--- config.mk ---
export PLATFORM = sky130hd
export DESIGN_NAME = square_game_engine
export DESIGN_NICKNAME = d
export VERILOG_FILES = /design/src/rtl/square_pkg.sv /design/src/rtl/adc_handshake.sv /design/src/rtl/square_game_engine.sv
export SDC_FILE = /design/constraint.sdc
export NUM_CORES = 1
export LEC_CHECK = 0
export BUFFER_PORTS_ARGS = -buffer_cell sky130_fd_sc_hd__clkbuf_2
export CORE_ASPECT_RATIO = 0.9
export CORE_MARGIN = 5
export CORE_UTILIZATION = 40
export CTS_BUF_LIST = sky130_fd_sc_hd__clkbuf_16
export DETAILED_ROUTE_END_ITERATION = 7
export REMOVE_ABC_BUFFERS = 1
export SYNTH_ARGS = -nofsm -noshare
export SYNTH_HDL_FRONTEND = slang
export SYNTH_SLANG_ARGS = --single-unit
--- constraint.sdc ---
create_clock -name clk -period 4.06 [get_ports clk]
set_input_delay 0.406 -clock clk [delete_from_list [all_inputs] [get_ports clk]]
set_output_delay 0.406 -clock clk [all_outputs]
set_load 0.02 [all_outputs]
--- src/rtl/square_pkg.sv ---
// Shared types and default geometry for the square game engine.
package square_pkg;

  // Controller states; encoding is arbitrary, IDLE must stay at zero for reset clarity.
  typedef enum logic [2:0] {
    IDLE       = 3'd0,
    PULSE      = 3'd1,
    WAIT_EOC   = 3'd2,
    WAIT_FRAME = 3'd3,
    GAME_OVER  = 3'd4
  } state_t;

  // Default playfield geometry in pixels.
  localparam int SCREEN_W    = 640;
  localparam int SQUARE_DIM  = 50;
  localparam int CENTER_X    = 270;
  localparam int LEFT_LIMIT  = 160;
  localparam int RIGHT_LIMIT = 430;

endpackage

--- src/rtl/adc_handshake.sv ---
// ADC conversion handshake: generates the fixed-width start pulse, waits for
// end-of-conversion with a bounded timeout, and captures the sample at eoc.
module adc_handshake #(
  parameter int START_PULSE = 11,
  parameter int EOC_TIMEOUT = 4096,
  parameter int SPEED_W     = 8
) (
  input  logic               clk,
  input  logic               rst_n,
  input  logic               launch,
  input  logic               abort,
  input  logic               in_pulse,
  input  logic               in_wait,
  input  logic               eoc,
  input  logic [SPEED_W-1:0] sample_in,
  output logic               adc_start,
  output logic               pulse_done,
  output logic               sample_valid,
  output logic               timeout,
  output logic [SPEED_W-1:0] sample
);

  localparam int PC_W = $clog2(START_PULSE + 1);
  localparam int TC_W = $clog2(EOC_TIMEOUT + 1);

  logic [PC_W-1:0] pulse_cnt;
  logic [TC_W-1:0] tmo_cnt;

  // Terminal counts are qualified by the phase so stale counter values never leak out.
  assign pulse_done   = in_pulse && (pulse_cnt == '0);
  assign sample_valid = in_wait && eoc;
  assign timeout      = in_wait && !eoc && (tmo_cnt == '0);

  // Pulse width down-counter, loaded when a conversion is launched.
  always_ff @(posedge clk or negedge rst_n) begin
    if (!rst_n) begin
      pulse_cnt <= '0;
    end else if (launch) begin
      pulse_cnt <= PC_W'(START_PULSE - 1);
    end else if (in_pulse && (pulse_cnt != '0)) begin
      pulse_cnt <= pulse_cnt - 1'b1;
    end
  end

  // EOC timeout down-counter, loaded as the start pulse ends.
  always_ff @(posedge clk or negedge rst_n) begin
    if (!rst_n) begin
      tmo_cnt <= '0;
    end else if (pulse_done) begin
      tmo_cnt <= TC_W'(EOC_TIMEOUT - 1);
    end else if (in_wait && (tmo_cnt != '0)) begin
      tmo_cnt <= tmo_cnt - 1'b1;
    end
  end

  // Registered start request; abort wins so a game stop drops it on the next edge.
  always_ff @(posedge clk or negedge rst_n) begin
    if (!rst_n) begin
      adc_start <= 1'b0;
    end else if (abort) begin
      adc_start <= 1'b0;
    end else if (launch) begin
      adc_start <= 1'b1;
    end else if (pulse_done) begin
      adc_start <= 1'b0;
    end
  end

  // Sample is frozen at eoc so the move uses the value the ADC actually reported.
  always_ff @(posedge clk or negedge rst_n) begin
    if (!rst_n) begin
      sample <= '0;
    end else if (sample_valid) begin
      sample <= sample_in;
    end
  end

endmodule

--- src/rtl/square_game_engine.sv ---
// Two-player square game: alternating ADC samples push the square left or
// right once per frame; crossing a goal line scores and recentres the square.
//
// state      | meaning
// IDLE       | waiting for a fresh startGame rising edge
// PULSE      | adc_start asserted for START_PULSE cycles
// WAIT_EOC   | waiting for eoc, retry pulse after EOC_TIMEOUT cycles
// WAIT_FRAME | sample held, move applied on the next screenEnd
// GAME_OVER  | a player reached MAX_SCORE, everything frozen
module square_game_engine #(
  parameter int SCREEN_W    = square_pkg::SCREEN_W,
  parameter int SQUARE_DIM  = square_pkg::SQUARE_DIM,
  parameter int CENTER_X    = square_pkg::CENTER_X,
  parameter int LEFT_LIMIT  = square_pkg::LEFT_LIMIT,
  parameter int RIGHT_LIMIT = square_pkg::RIGHT_LIMIT,
  parameter int SPEED_W     = 8,
  parameter int SPEED_SHIFT = 5,
  parameter int START_PULSE = 11,
  parameter int EOC_TIMEOUT = 4096,
  parameter int SCORE_W     = 8,
  parameter int MAX_SCORE   = 9,
  localparam int X_W        = $clog2(SCREEN_W)
) (
  input  logic               clk,
  input  logic               reset,
  input  logic               screenEnd,
  input  logic               startGame,
  input  logic               eoc,
  input  logic [SPEED_W-1:0] moveSpeed,
  output logic               adc_start,
  output logic               player,
  output logic [X_W-1:0]     squareX,
  output logic [SCORE_W-1:0] leftScore,
  output logic [SCORE_W-1:0] rightScore,
  output logic               gameOver,
  output logic               winner,
  output logic               busy
);

  // Position arithmetic needs one bit of headroom over the wider operand.
  localparam int SUM_W = ((X_W > SPEED_W) ? X_W : SPEED_W) + 1;

  localparam logic [SUM_W-1:0]   X_MAX   = SUM_W'(SCREEN_W - SQUARE_DIM);
  localparam logic [SUM_W-1:0]   LEFT_L  = SUM_W'(LEFT_LIMIT);
  localparam logic [SUM_W-1:0]   RIGHT_L = SUM_W'(RIGHT_LIMIT);
  localparam logic [X_W-1:0]     CX      = X_W'(CENTER_X);
  localparam logic [SCORE_W-1:0] MAX_V   = SCORE_W'(MAX_SCORE);

  square_pkg::state_t state, state_n;

  logic               start_prev, start_armed, start_rise;
  logic               launch, abort;
  logic               pulse_done, sample_valid, timeout;
  logic [SPEED_W-1:0] sample, step;
  logic [SUM_W-1:0]   x_ext, step_ext, sum, moved;
  logic               hit_left, hit_right;

  logic [X_W-1:0]     x_n;
  logic               player_n, over_n, win_n;
  logic [SCORE_W-1:0] ls_n, rs_n;

  function automatic logic [SCORE_W-1:0] sat_inc(input logic [SCORE_W-1:0] s);
    return (s == {SCORE_W{1'b1}}) ? s : s + 1'b1;
  endfunction

  adc_handshake #(
    .START_PULSE (START_PULSE),
    .EOC_TIMEOUT (EOC_TIMEOUT),
    .SPEED_W     (SPEED_W)
  ) u_adc (
    .clk          (clk),
    .rst_n        (reset),
    .launch       (launch),
    .abort        (abort),
    .in_pulse     (state == square_pkg::PULSE),
    .in_wait      (state == square_pkg::WAIT_EOC),
    .eoc          (eoc),
    .sample_in    (moveSpeed),
    .adc_start    (adc_start),
    .pulse_done   (pulse_done),
    .sample_valid (sample_valid),
    .timeout      (timeout),
    .sample       (sample)
  );

  // A level already high when reset releases must first be seen low before it can start a game.
  assign start_rise = startGame && !start_prev && start_armed;

  assign step     = sample >> SPEED_SHIFT;
  assign x_ext    = SUM_W'(squareX);
  assign step_ext = SUM_W'(step);
  assign sum      = x_ext + step_ext;

  // Candidate position with clamping at both screen edges.
  always_comb begin
    moved = x_ext;
    if (!player) begin
      moved = (sum > X_MAX) ? X_MAX : sum;
    end else begin
      moved = (step_ext > x_ext) ? '0 : x_ext - step_ext;
    end
  end

  assign hit_left  = moved < LEFT_L;
  assign hit_right = moved > RIGHT_L;

  // Next-state and datapath decisions; startGame low outranks every other event.
  always_comb begin
    state_n  = state;
    x_n      = squareX;
    player_n = player;
    ls_n     = leftScore;
    rs_n     = rightScore;
    over_n   = gameOver;
    win_n    = winner;
    launch   = 1'b0;
    abort    = 1'b0;
    if ((state != square_pkg::IDLE) && !startGame) begin
      state_n = square_pkg::IDLE;
      abort   = 1'b1;
    end else begin
      case (state)
        square_pkg::IDLE: begin
          if (start_rise) begin
            ls_n     = '0;
            rs_n     = '0;
            x_n      = CX;
            player_n = 1'b0;
            over_n   = 1'b0;
            win_n    = 1'b0;
            launch   = 1'b1;
            state_n  = square_pkg::PULSE;
          end
        end
        square_pkg::PULSE: begin
          if (pulse_done) state_n = square_pkg::WAIT_EOC;
        end
        square_pkg::WAIT_EOC: begin
          if (sample_valid) begin
            state_n = square_pkg::WAIT_FRAME;
          end else if (timeout) begin
            launch  = 1'b1;
            state_n = square_pkg::PULSE;
          end
        end
        square_pkg::WAIT_FRAME: begin
          if (screenEnd) begin
            player_n = ~player;
            x_n      = X_W'(moved);
            launch   = 1'b1;
            state_n  = square_pkg::PULSE;
            if (hit_left) begin
              x_n  = CX;
              rs_n = sat_inc(rightScore);
              if (rs_n == MAX_V) begin
                over_n  = 1'b1;
                win_n   = 1'b1;
                launch  = 1'b0;
                state_n = square_pkg::GAME_OVER;
              end
            end else if (hit_right) begin
              x_n  = CX;
              ls_n = sat_inc(leftScore);
              if (ls_n == MAX_V) begin
                over_n  = 1'b1;
                win_n   = 1'b0;
                launch  = 1'b0;
                state_n = square_pkg::GAME_OVER;
              end
            end
          end
        end
        square_pkg::GAME_OVER: begin
          state_n = square_pkg::GAME_OVER;
        end
        default: begin
          state_n = square_pkg::IDLE;
        end
      endcase
    end
  end

  // startGame history used for edge detection and post-reset arming.
  always_ff @(posedge clk or negedge reset) begin
    if (!reset) begin
      start_prev  <= 1'b0;
      start_armed <= 1'b0;
    end else begin
      start_prev  <= startGame;
      start_armed <= start_armed | ~startGame;
    end
  end

  // Architectural state and registered outputs.
  always_ff @(posedge clk or negedge reset) begin
    if (!reset) begin
      state      <= square_pkg::IDLE;
      squareX    <= CX;
      player     <= 1'b0;
      leftScore  <= '0;
      rightScore <= '0;
      gameOver   <= 1'b0;
      winner     <= 1'b0;
      busy       <= 1'b0;
    end else begin
      state      <= state_n;
      squareX    <= x_n;
      player     <= player_n;
      leftScore  <= ls_n;
      rightScore <= rs_n;
      gameOver   <= over_n;
      winner     <= win_n;
      busy       <= (state_n != square_pkg::IDLE);
    end
  end

endmodule

==> results.sh <==
export IMPL_ys_warn_count=0
export IMPL_h_tree_depth=2
export IMPL_grt_antenna_before_repair=0
export IMPL_status="completed"
export IMPL_nFillCells=938
export IMPL_vdd_ir_drop_max_mv=0.311
export IMPL_seqCellArea_mm2=0.00141
export IMPL_n_antenna_cell=0
export IMPL_grt_pass1_wl_um=15900
export IMPL_vias_per_cell=5.72
export IMPL_row_count=34
export IMPL_grt_max_degree=35
export IMPL_cts_buffers=5
export IMPL_clock_latency_ns=0.29
export IMPL_crit_family="compound AO/OA/AOI/OAI gates"
export IMPL_clk_pin_slew_ns=0.08
export IMPL_netlist_instances=454
export IMPL_io_buffers=38
export IMPL_cts_sinks=56
export IMPL_io_pin_count=44
export IMPL_post_cts_resized=0
export IMPL_drcViolationCount=0
export IMPL_fp_dieArea_mm2=0.0120
export IMPL_coreArea_mm2=0.00966
export IMPL_max_freq_mhz=279
export IMPL_place_congestion=0.867
export IMPL_grt_usage=0.158
export IMPL_synth_flop_cell="dfrtp_1"
export IMPL_post_drt_wl_per_cell_um=15.4
export IMPL_fin_crit_ns=3.58
export IMPL_yosysUniqueCellTypes=76
export IMPL_worstSetupPathType="flop to flop"
export IMPL_drive_above_1_share=0.170
export IMPL_placed_area_mm2=0.00423
export IMPL_synth_edf_count=0
export IMPL_tightest_slew_ns=0.670
export IMPL_synthTopCellsByArea="dfrtp_1, a21oi_1, ha_1, nand2_1, nor2_1"
export IMPL_fin_skew_ns=0.00858
export IMPL_wl_met2_um=4140
export IMPL_tns_ns=0
export IMPL_endpoint_kind="flop"
export IMPL_synthTopCellsByCount="dfrtp_1, nand2_1, nor2_1"
export IMPL_power_density_mw_per_mm2=612
export IMPL_synth_seq_cells=56
export IMPL_cts_tree="yes"
export IMPL_syn_to_final_growth_pct=11.5
export IMPL_met3_length_um=385
export IMPL_worst_slew_margin_rel=0.549
export IMPL_die_w_um=115
export IMPL_wl_met1_um=4810
export IMPL_wl_um=9390
export IMPL_period_share=0.881
export IMPL_start_kind="flop"
export IMPL_hold_viol_final=0
export IMPL_stdcell_area_mm2=0.00440
export IMPL_synth_area_leader_cell="dfrtp_1"
export IMPL_die_h_um=104
export IMPL_cap_violations=0
export IMPL_slowest_delay_ns=0.44
export IMPL_dp_hpwl_um=6860
export IMPL_syn_area_mm2=0.00395
export IMPL_hp_class="input pin to asynchronous set/reset pin"
export IMPL_first_global_vias=3200
export IMPL_vias=3478
export IMPL_synth_avg_cell_area_um2=8.69
export IMPL_ys_async_sr_fraction=1.00
export IMPL_synth_top_area_share=0.330
export IMPL_finalSetupViolCount=0
export IMPL_final_antenna_net_count=0
export IMPL_crit_buf_inv=2
export IMPL_clock_path_buffers=2
export IMPL_worst_path_most_repeated_cell="buf_4"
export IMPL_ys_seq_area_frac=0.356
export IMPL_cts_hold_buf=0
export IMPL_synth_most_common_cell="dfrtp_1"
export IMPL_crit_path_cell_trace="ha_1 > fa_1 > nor2b_1 > o2111ai_1 > a21boi_0 > o21ai_0 > o311ai_1 > buf_4 > o31ai_2 > nand3_1 > nor3b_2 > buf_4 > a32o_1"
export IMPL_maxUsedRoutingLayer="met4"
export IMPL_cellLeakagePower_uw=0.00187
export IMPL_multiInputGateArea_mm2=0.00235
export IMPL_cpMaxStageDelayCell="fa_1"
export IMPL_slew_violations=0
export IMPL_nets=509
export IMPL_dr_first_iter_drc_count=157
export IMPL_initial_utilization=0.409
export IMPL_path_max_fanout=8
export IMPL_cts_root_buf="clkbuf_16"
export IMPL_crit_required_ns=4.24
export IMPL_cts_setup_buffers=0
export IMPL_drt_pass1_iterations=4
export IMPL_rsz0062_at_grt="false"
export IMPL_arrival_ns=3.76
export IMPL_grt_overflow=0
[final timing paths]
| check | start | end | slack [ns] | depth (start not counted) |
|---|---|---|---|---|
| setup / recovery | squareX[0] | squareX[6] | 0.48 | 13 |
| hold / removal | reset | rightScore[4] | 0.11 | 1 |
| setup reg to reg | squareX[0] | squareX[6] | 0.48 | 13 |
| hold reg to reg | start_armed | start_armed | 0.49 | 1 |
| max in group asynchronous | reset | squareX[2] | 3.07 | 2 |
| min in group clk | moveSpeed[6] | u_adc.sample[6] | 0.34 | 2 |
[through the flow]
stage	setup WS, ns	instances	total power (uW)	utilization	hold slack, ns
final	0.482	608	2690	0.455	0.107
after CTS	0.488	608	2710	0.455	0.122
after global placement	0.541	600	2170	0.438	0.434
after detailed placement	0.521	600	2200	0.438	0.434
after global routing	0.141	608	2910	0.455	0.149
after floorplan	0.619	430	1860	-	0.110
[cells by family (layout without fill, tap and decap cells)]
group,after synthesis,count (layout),share of synthesized area
fa+ha+maj,15,15,0.0514
mux,5,5,0.0140
flops,56,56,0.356
compound gates,126,126,0.226
buf+inv,45,73,0.0473
xor+xnor,21,21,0.0466
simple gates,186,186,0.258
[placed cells by master, fill, tap and decap left out, types with 3 or more instances in the layout]
cell       instances
ha_1              13
mux2_2             4
nand3_1           20
dfrtp_1           52
a21oi_1           34
xnor2_1           12
clkbuf_2          38
o31a_1             4
o211ai_1           7
a31oi_1            9
and3_1            11
and2_1             5
buf_4              6
xor2_1             9
a22o_1             6
nor4_1             4
clkbuf_16          5
nand4b_1           3
nand3b_1           3
nor2b_1            7
nand4_1            8
and4b_1            3
o31ai_1            6
dfstp_2            4
nor2_1            39
nand2b_1           5
nand2_1           42
o21ai_0           24
nor3_1            14
or3_1              4
nor3b_1            3
inv_1             22
[state kept, by name, indices dropped and copies added (netlist names)]
signal and flops:
u_adc.tmo_cnt 13, rightScore 8, u_adc.adc_start 1, u_adc.sample 3
winner 1, gameOver 1, squareX 10, start_armed 1
start_prev 1, player 1, leftScore 8, busy 1
state 3, u_adc.pulse_cnt 4
[power breakdown]
part           switching [uW]  internal, uW
logic                     785           518
clock network             205           292
registers                 172           721
[layout make-up]
type                            count  area share
Multi-Input combinational cell    353       0.535
Sequential cell                    56       0.320
Timing Repair Buffer               44      0.0535
Tap cell                          126      0.0358
Clock buffer                        5      0.0284
Inverter                           21      0.0179
Clock inverter                      3     0.00967
[routing by layer]
metal | up-vias | global-route usage
li1 | 1716 | -
met1 | 1684 | 0.234
met2 | 72 | 0.243
met3 | 6 | 0.0285
met4 | 0 | 0.0229
met5 | - | 0
(Power assumes the default switching activity.)
